$ cat config.mk
export PLATFORM = sky130hd
export DESIGN_NAME = vram_port_a_arbiter
export DESIGN_NICKNAME = d
export VERILOG_FILES = /design/src/rtl/vram_port_a_arbiter.sv
export SDC_FILE = /design/constraint.sdc
export NUM_CORES = 1
export LEC_CHECK = 0
export ABC_AREA = 1
export CAP_MARGIN = 20
export CORE_UTILIZATION = 38
export DETAILED_ROUTE_END_ITERATION = 16
export GPL_TIMING_DRIVEN = 0
export PLACE_DENSITY = 0.75
export SYNTH_ARGS = -nofsm -noshare
export SYNTH_HDL_FRONTEND = slang
export SYNTH_SLANG_ARGS = --single-unit
$ cat constraint.sdc
create_clock -name clock -period 3.5 [get_ports clock]
set_input_delay 0.525 -clock clock [delete_from_list [all_inputs] [get_ports clock]]
set_output_delay 0.525 -clock clock [all_outputs]
set_load 0.05 [all_outputs]
$ cat src/rtl/vram_port_a_arbiter.sv
// ---------------------------------------------------------------------------
// vram_port_a_arbiter
//
// Owns port A of the dual-port VRAM. Two requesters (0 = CPU/bus,
// 1 = blitter/aux) share the port with round-robin arbitration, and a
// built-in clear sequencer can fill the whole memory with one word.
//
// Handshake: a requester raises req_x with rw/addr/wdata stable and holds
// them until ack_x. A transfer happens on every rising clock edge where
// req_x and ack_x are both high; ack_x is combinational and may be high
// for many consecutive cycles (one access per cycle). Reads return with
// rvalid_x high for exactly one cycle, two cycles after the handshake.
//
// Ports:
//   clock, reset              pixel clock / async active-high reset
//   req_x, rw_x, addr_x,
//   wdata_x                   requester x command (rw 1 = write)
//   ack_x                     requester x handshake accepted this cycle
//   rdata_x, rvalid_x         requester x read return
//   clear_start, clear_value  start a full clear with the given fill word
//   clear_busy, clear_done    clear in progress / completion pulse
//   vram_enable, vram_rw,
//   vram_addr, vram_wdata     registered RAM port A command
//   vram_rdata                RAM port A read data
//   state_dbg                 current FSM state (0 = IDLE, 1 = CLEAR)
// ---------------------------------------------------------------------------
module vram_port_a_arbiter #(
  parameter int MEMORY_DEPTH = 19200,
  parameter int ADDR_WIDTH   = 16,
  parameter int DATA_WIDTH   = 16
) (
  input  logic                  clock,
  input  logic                  reset,
  input  logic                  req_0,
  input  logic                  rw_0,
  input  logic [ADDR_WIDTH-1:0] addr_0,
  input  logic [DATA_WIDTH-1:0] wdata_0,
  output logic                  ack_0,
  output logic [DATA_WIDTH-1:0] rdata_0,
  output logic                  rvalid_0,
  input  logic                  req_1,
  input  logic                  rw_1,
  input  logic [ADDR_WIDTH-1:0] addr_1,
  input  logic [DATA_WIDTH-1:0] wdata_1,
  output logic                  ack_1,
  output logic [DATA_WIDTH-1:0] rdata_1,
  output logic                  rvalid_1,
  input  logic                  clear_start,
  input  logic [DATA_WIDTH-1:0] clear_value,
  output logic                  clear_busy,
  output logic                  clear_done,
  output logic                  vram_enable,
  output logic                  vram_rw,
  output logic [ADDR_WIDTH-1:0] vram_addr,
  output logic [DATA_WIDTH-1:0] vram_wdata,
  input  logic [DATA_WIDTH-1:0] vram_rdata,
  output logic                  state_dbg
);

  typedef enum logic {IDLE = 1'b0, CLEAR = 1'b1} state_t;

  localparam logic [ADDR_WIDTH-1:0] LAST_ADDR = ADDR_WIDTH'(MEMORY_DEPTH - 1);

  state_t                  state, state_next;
  logic                    last_grant;   // 1: requester 1 was served last
  logic [ADDR_WIDTH-1:0]   clear_cnt;    // address currently on the RAM during CLEAR
  logic [DATA_WIDTH-1:0]   clear_latch;
  logic [1:0]              rd_pend;      // owner of the read command now on the RAM
  logic                    sel_0, sel_1, arb_open;

  assign state_dbg = state;

  // Read data is a straight pass-through; rvalid_x qualifies it.
  assign rdata_0 = vram_rdata;
  assign rdata_1 = vram_rdata;

  // State register
  always_ff @(posedge clock or posedge reset) begin
    if (reset) state <= IDLE;
    else       state <= state_next;
  end

  // Next-state logic
  always_comb begin
    state_next = state;
    case (state)
      IDLE:    if (clear_start) state_next = CLEAR;
      CLEAR:   if (clear_cnt == LAST_ADDR) state_next = IDLE;
      default: state_next = IDLE;
    endcase
  end

  // Output logic: round-robin select, gated off during reset, CLEAR and a
  // clear_start cycle (clear wins over a simultaneous request).
  always_comb begin
    sel_0    = req_0 & (~req_1 | last_grant);
    sel_1    = req_1 & (~req_0 | ~last_grant);
    arb_open = (state == IDLE) & ~clear_start & ~reset;
    ack_0    = sel_0 & arb_open;
    ack_1    = sel_1 & arb_open;
  end

  // Datapath: RAM command register, clear counter, read-return pipeline.
  always_ff @(posedge clock or posedge reset) begin
    if (reset) begin
      vram_enable <= 1'b0;
      vram_rw     <= 1'b0;
      vram_addr   <= '0;
      vram_wdata  <= '0;
      rvalid_0    <= 1'b0;
      rvalid_1    <= 1'b0;
      rd_pend     <= 2'b00;
      clear_busy  <= 1'b0;
      clear_done  <= 1'b0;
      clear_cnt   <= '0;
      clear_latch <= '0;
      last_grant  <= 1'b1;
    end else begin
      vram_enable <= 1'b0;
      clear_done  <= 1'b0;
      rd_pend     <= 2'b00;
      // Second pipeline stage: the RAM returns data the cycle after the command.
      rvalid_0    <= rd_pend[0];
      rvalid_1    <= rd_pend[1];
      case (state)
        IDLE: begin
          if (clear_start) begin
            vram_enable <= 1'b1;
            vram_rw     <= 1'b1;
            vram_addr   <= '0;
            vram_wdata  <= clear_value;
            clear_latch <= clear_value;
            clear_cnt   <= '0;
            clear_busy  <= 1'b1;
          end else if (ack_0) begin
            vram_enable <= 1'b1;
            vram_rw     <= rw_0;
            vram_addr   <= addr_0;
            vram_wdata  <= wdata_0;
            last_grant  <= 1'b0;
            rd_pend     <= {1'b0, ~rw_0};
          end else if (ack_1) begin
            vram_enable <= 1'b1;
            vram_rw     <= rw_1;
            vram_addr   <= addr_1;
            vram_wdata  <= wdata_1;
            last_grant  <= 1'b1;
            rd_pend     <= {~rw_1, 1'b0};
          end
        end
        CLEAR: begin
          if (clear_cnt == LAST_ADDR) begin
            // Final address already issued: retire the sequence.
            clear_cnt  <= '0;
            clear_busy <= 1'b0;
            clear_done <= 1'b1;
          end else begin
            clear_cnt   <= clear_cnt + 1'b1;
            vram_enable <= 1'b1;
            vram_rw     <= 1'b1;
            vram_addr   <= clear_cnt + 1'b1;
            vram_wdata  <= clear_latch;
          end
        end
        default: ;
      endcase
    end
  end

endmodule

== Word level (Yosys, flattened, before mapping) ==
Cells that the tools add are included.

* Bits in registers: 74
* Input port bits: 103
* Output and inout bits: 73
* Word-level logic and storage cells: 76

* $add $sub $neg: 1
* Equal/unequal tests: 5
* Multiplexer cells: 36
* Bitwise logic cells: 16
* Reductions and logical operators: 5

{| class="wikitable"
|+ Operator list
! operator !! number
|-
| $mux 16 || 10
|-
| $pmux 16 s2 || 3
|-
| $add 16x1->16 const B || 1
|-
| $eq 16x15->1 const B || 1
|-
| $mux 1 || 15
|-
| $mux 2 || 4
|-
| $not 1->1 || 8
|-
| $pmux 1 s2 || 4
|-
| $and 1x1->1 || 6
|-
| $reduce_and 2->1 || 3
|-
| $ne 2x2->1 const B || 2
|-
| $ne 4x4->1 const B || 1
|-
| $reduce_and 3->1 || 1
|-
| $ne 2x1->1 const B || 1
|-
| $or 1x1->1 || 2
|-
| $reduce_bool 2->1 || 1
|}

== Logic depth before layout (Yosys ltp) ==
* Depth in word-level cells: 8
* Gate-level depth with buffers: 10

== Worst setup path after synthesis ==
OpenSTA, ideal clock, no wires.

* Path type: in2out
* From: in reset
* To: out ack_0
* Arrival time: 2.881 ns
* Path slack: 0.094 ns
* Stages: 4
* Path buffers: 1
* Path through: inv_1 nand2_1 nor2_4 buf_4

* Longest elaborated chain between the ends: 3

{| class="wikitable"
|+ Ends and longest elaborated chain
! item !! line !! RTL
|-
| start, declared || 33 || <nowiki>input logic reset,</nowiki>
|-
| $not 1->1 || 98 || <nowiki>arb_open = (state == IDLE) & ~clear_start & ~reset;</nowiki>
|-
| $and 1x1->1 || 98 ||
|-
| $and 1x1->1 || 99 || <nowiki>ack_0 = sel_0 & arb_open;</nowiki>
|-
| end, declared || 38 || <nowiki>output logic ack_0,</nowiki>
|}

Every way passes these cells.

== Worst setup path in the final report ==
Same ends and word-level chain as after synthesis.

==> impl_results.md <==
- CP Launch Type: input pin
- Gr ovfl total: 0
- Hold Buf Count CTS: 0
- Mapped Area: 4303 um2
- Max_cap viols: 0
- WP buf/inv: 5
- Hold WC Path Type: flip-flop to flip-flop
- Internal: 1908 uW
- Tot Pwr: 3038 uW
- Die Width: 108.4 um
- Net Switching: 1130 uW
- Busiest layer in global routing: met2
- Post-synthesis sequential area ratio: 43.06%
- N_diodes: 0
- WL final: 13.34 mm
- Clock root buffer: clkbuf_16
- PwrDens: 476.6 nW/um2
- CTS tree: built
- Fmax: 315.0 MHz
- Wire length per cell: 14.23 um
- Final Cycle Share: 90.71%
- Sink Count: 74
- Status: finished, final reports clean
- Clock Skews: 0.006501 ns
- Clock power share: 28.0%
- Initial antenna violation count: 0
- CP max stage delay: 0.49 ns
- Maximum clock insertion buffer count: 2
- Yosys cell types: 29
- Layout cells sized above 1: 10.66%
- Vias: 4,536
- Combinational power share: 34.4%
- WS Path Type: input pin to primary output
- Routing usage on met3: 5.847%
- P_leak: 0.003276 uW
- Largest net degree at the start of global routing: 57
- Number of buffers created by CTS: 9
- Top post-synthesis cells by area: dfrtp_1, nand2_1, buf_4
- Site Rows: 38
- Critical Path RT: 2.97 ns
- Yosys top cell area share: 42.45%
- DRC viols: 0
- Setup TNS: 0 ns
- Slowest CP cell: clkdlybuf4s50_1
- H-tree depth: 3
- M2 GR Usage: 41.14%
- # nets final: 896
- # IOs: 176
- Max Slew Vio Count: 0
- Syn Inst Count: 621
- Worst IR Drop VDD: 0.3435 mV
- Die area: 11,750 um2
- Min Tclk post-route: 3.175 ns
- First-pass DRT Iterations: 5
- Clk pin slew, worst setup/hold paths: 0.06 ns
- Worst-Skew Late Latency: 0.33 ns
- IO buf count: 159
- Sw frac: 37.20%
- Syn Nets: 725
- GPL Wtd Cong: 0.8804
- #FFs+latches synth: 74
- Final setup viols: 0
- Power share of the sequential group: 37.6%
- GRT Total Usage: 24.44%
- Vias per inst: 4.841
- Slew HR: 59.32%
- Initial Utilization: 39.35%
- Chip height: 108.4 um
- Maximum fanout along the worst path: 56
- Post-detail-place hpwl: 10.21 mm
- Area Overhead vs Synth: 48.12%
- Syn avg cell area: 6.929 um2
- Vias in the first global route: 4,667
- CP cell instances: clkdlybuf4s50_1 -> inv_4 -> buf_16 -> nand2_1 -> nor2_4 -> buf_4 -> clkbuf_2
- Filler cells: 1,015
- GRT met1 Usage: 29.11%
- CP delay by family, top: buffers and inverters
- Crit end category: primary output
- DR iter-0 viols: 222
- Synth area leader: dfrtp_1
- Synth Warn #: 0
- Slew @ Worst Pin: 0.6102 ns
- Final hold violation count: 0
- Core area: 10,940 um2
- Detail Route Antenna Nets: 0
- Crit path DAT: 2.65 ns
- First-pass GRT wire length: 22.03 mm
- RSZ-0062 raised after global routing: no
[placed cells by master, fill, tap and decap left out, types with 2 or more instances in the layout]
master           synthesis  routed
nand2_1                265     265
inv_1                   71      70
inv_2                    3       3
o211ai_1                 6       6
nor2_4                   2       2
clkdlybuf4s50_1          0     158
buf_4                   38      38
clkinv_2                 0       3
o21ai_1                  5       5
o21ai_0                 24      24
nand4_1                  3       3
buf_6                    3       3
nand3_2                  2       2
nor2_1                  43      43
nor2_2                   2       2
dfrtp_1                 73      73
a21oi_1                  8       8
buf_2                   11      11
nand2_2                  2       2
nand3_1                 49      49
clkbuf_16                0       9
[worst reg2reg max path, cell delays in order, from the launching register on]
cell,delay (ns)
dfrtp_1,0.47
inv_2,0.18
nand2_2,0.13
nor2_4,0.12
nand2_2,0.14
buf_4,0.24
o21ai_0,0.26
o21ai_1,0.10
nand2_1,0.07
nand2_1,0.05
[kinds of logic after synthesis]
logic type	share of synthesized area, %
buffers and inverters	15.32
flip-flops	43.06
XOR/XNOR	0.4072
AO/OA/AOI/OAI	5.670
adder cells (fa/ha/maj)	0.2907
AND/OR/NAND/NOR	35.24
[sequential cells by signal, indices dropped and copies added (netlist names), 2 cells and up]
register     flops
rd_pend          2
vram_wdata      16
clear_cnt       16
vram_addr       16
clear_latch     16
[per-stage QoR]
step | instances | hold slack (ns) | setup WS, ns | area [um2] | utilization, %
floorplan | 621 | 0.3312 | 0.09418 | 4303 | -
global placement | 920 | 0.3347 | -2.083 | 6070 | 55.50
detailed placement | 921 | 0.3365 | -0.2610 | 6100 | 55.78
CTS | 937 | 0.3498 | 0.01573 | 6377 | 58.32
global route | 937 | 0.3544 | 0.1381 | 6374 | 58.28
finish | 937 | 0.3474 | 0.3252 | 6374 | 58.28
[power groups by stage]
stage | Clock, uW | Sequential, uW | Combinational, uW
final | 851 | 1140 | 1040
after global routing | 905 | 1160 | 1140
after CTS | 863 | 1140 | 1050
after detailed placement | 0 | 1150 | 1050
after global placement | 0 | 1140 | 1020
after floorplan | 0 | 1400 | 392
[final cells by class]
cell class	count	area, um2	area share, %
repair buffers	160	1614	25.32
well taps	140	175.2	2.748
flip-flops and latches	74	1853	29.07
inverters	74	280.3	4.397
multi-input cells	419	1790	28.09
clock buffers	10	239.0	3.750
clock inverters	6	40.04	0.6282
plain buffers	54	381.6	5.987
[cell usage after synthesis]
| master | instances |
|---|---|
| dfstp_2 | 1 |
| nor2_1 | 43 |
| a21boi_1 | 1 |
| buf_2 | 11 |
| buf_6 | 3 |
| a21oi_1 | 8 |
| buf_4 | 38 |
| xor2_1 | 1 |
| nand3_1 | 49 |
| nand2_4 | 1 |
| nand2_2 | 2 |
| o21ai_0 | 24 |
| nor3_2 | 1 |
| inv_2 | 3 |
| nand3_2 | 2 |
| xnor2_1 | 1 |
| nor2_4 | 2 |
| inv_1 | 71 |
| dfrtp_1 | 73 |
| clkbuf_1 | 1 |
| nand4_1 | 3 |
| nand2_1 | 265 |
| nand3b_1 | 1 |
| o21ai_1 | 5 |
| nor2_2 | 2 |
| buf_1 | 1 |
| o22ai_1 | 1 |
| o211ai_1 | 6 |
| ha_1 | 1 |
[path summary, 6_finish.rpt]
kind                            startpoint              to  slack (ns)  depth (start not counted)
worst max-delay path                 reset           ack_0        0.33                          7
worst min-delay path            rd_pend[0]        rvalid_0        0.35                          0
worst max register to register   state_dbg    vram_addr[1]        1.64                          9
worst min register to register  rd_pend[0]        rvalid_0        0.35                          0
max in group asynchronous            reset      last_grant        2.33                          3
min in group asynchronous            reset  vram_wdata[12]        0.58                          2
[routing by layer]
layer | up-vias | share of wire [%] | wire length, um
li1 | 2211 | - | -
met4 | 0 | 3.6 | 478
met3 | 39 | 8.6 | 1142
met1 | 2081 | 41 | 5431
met5 | - | 0 | 0
met2 | 205 | 47 | 6286
[timing repair]
item / in CTS / in global routing
setup buffers: 0 / 0
endpoints found under the setup margin: 1 / 1
gates resized for setup: 1 / 2
cloned: 0 / 0
Power figures use the tool's default switching activity.
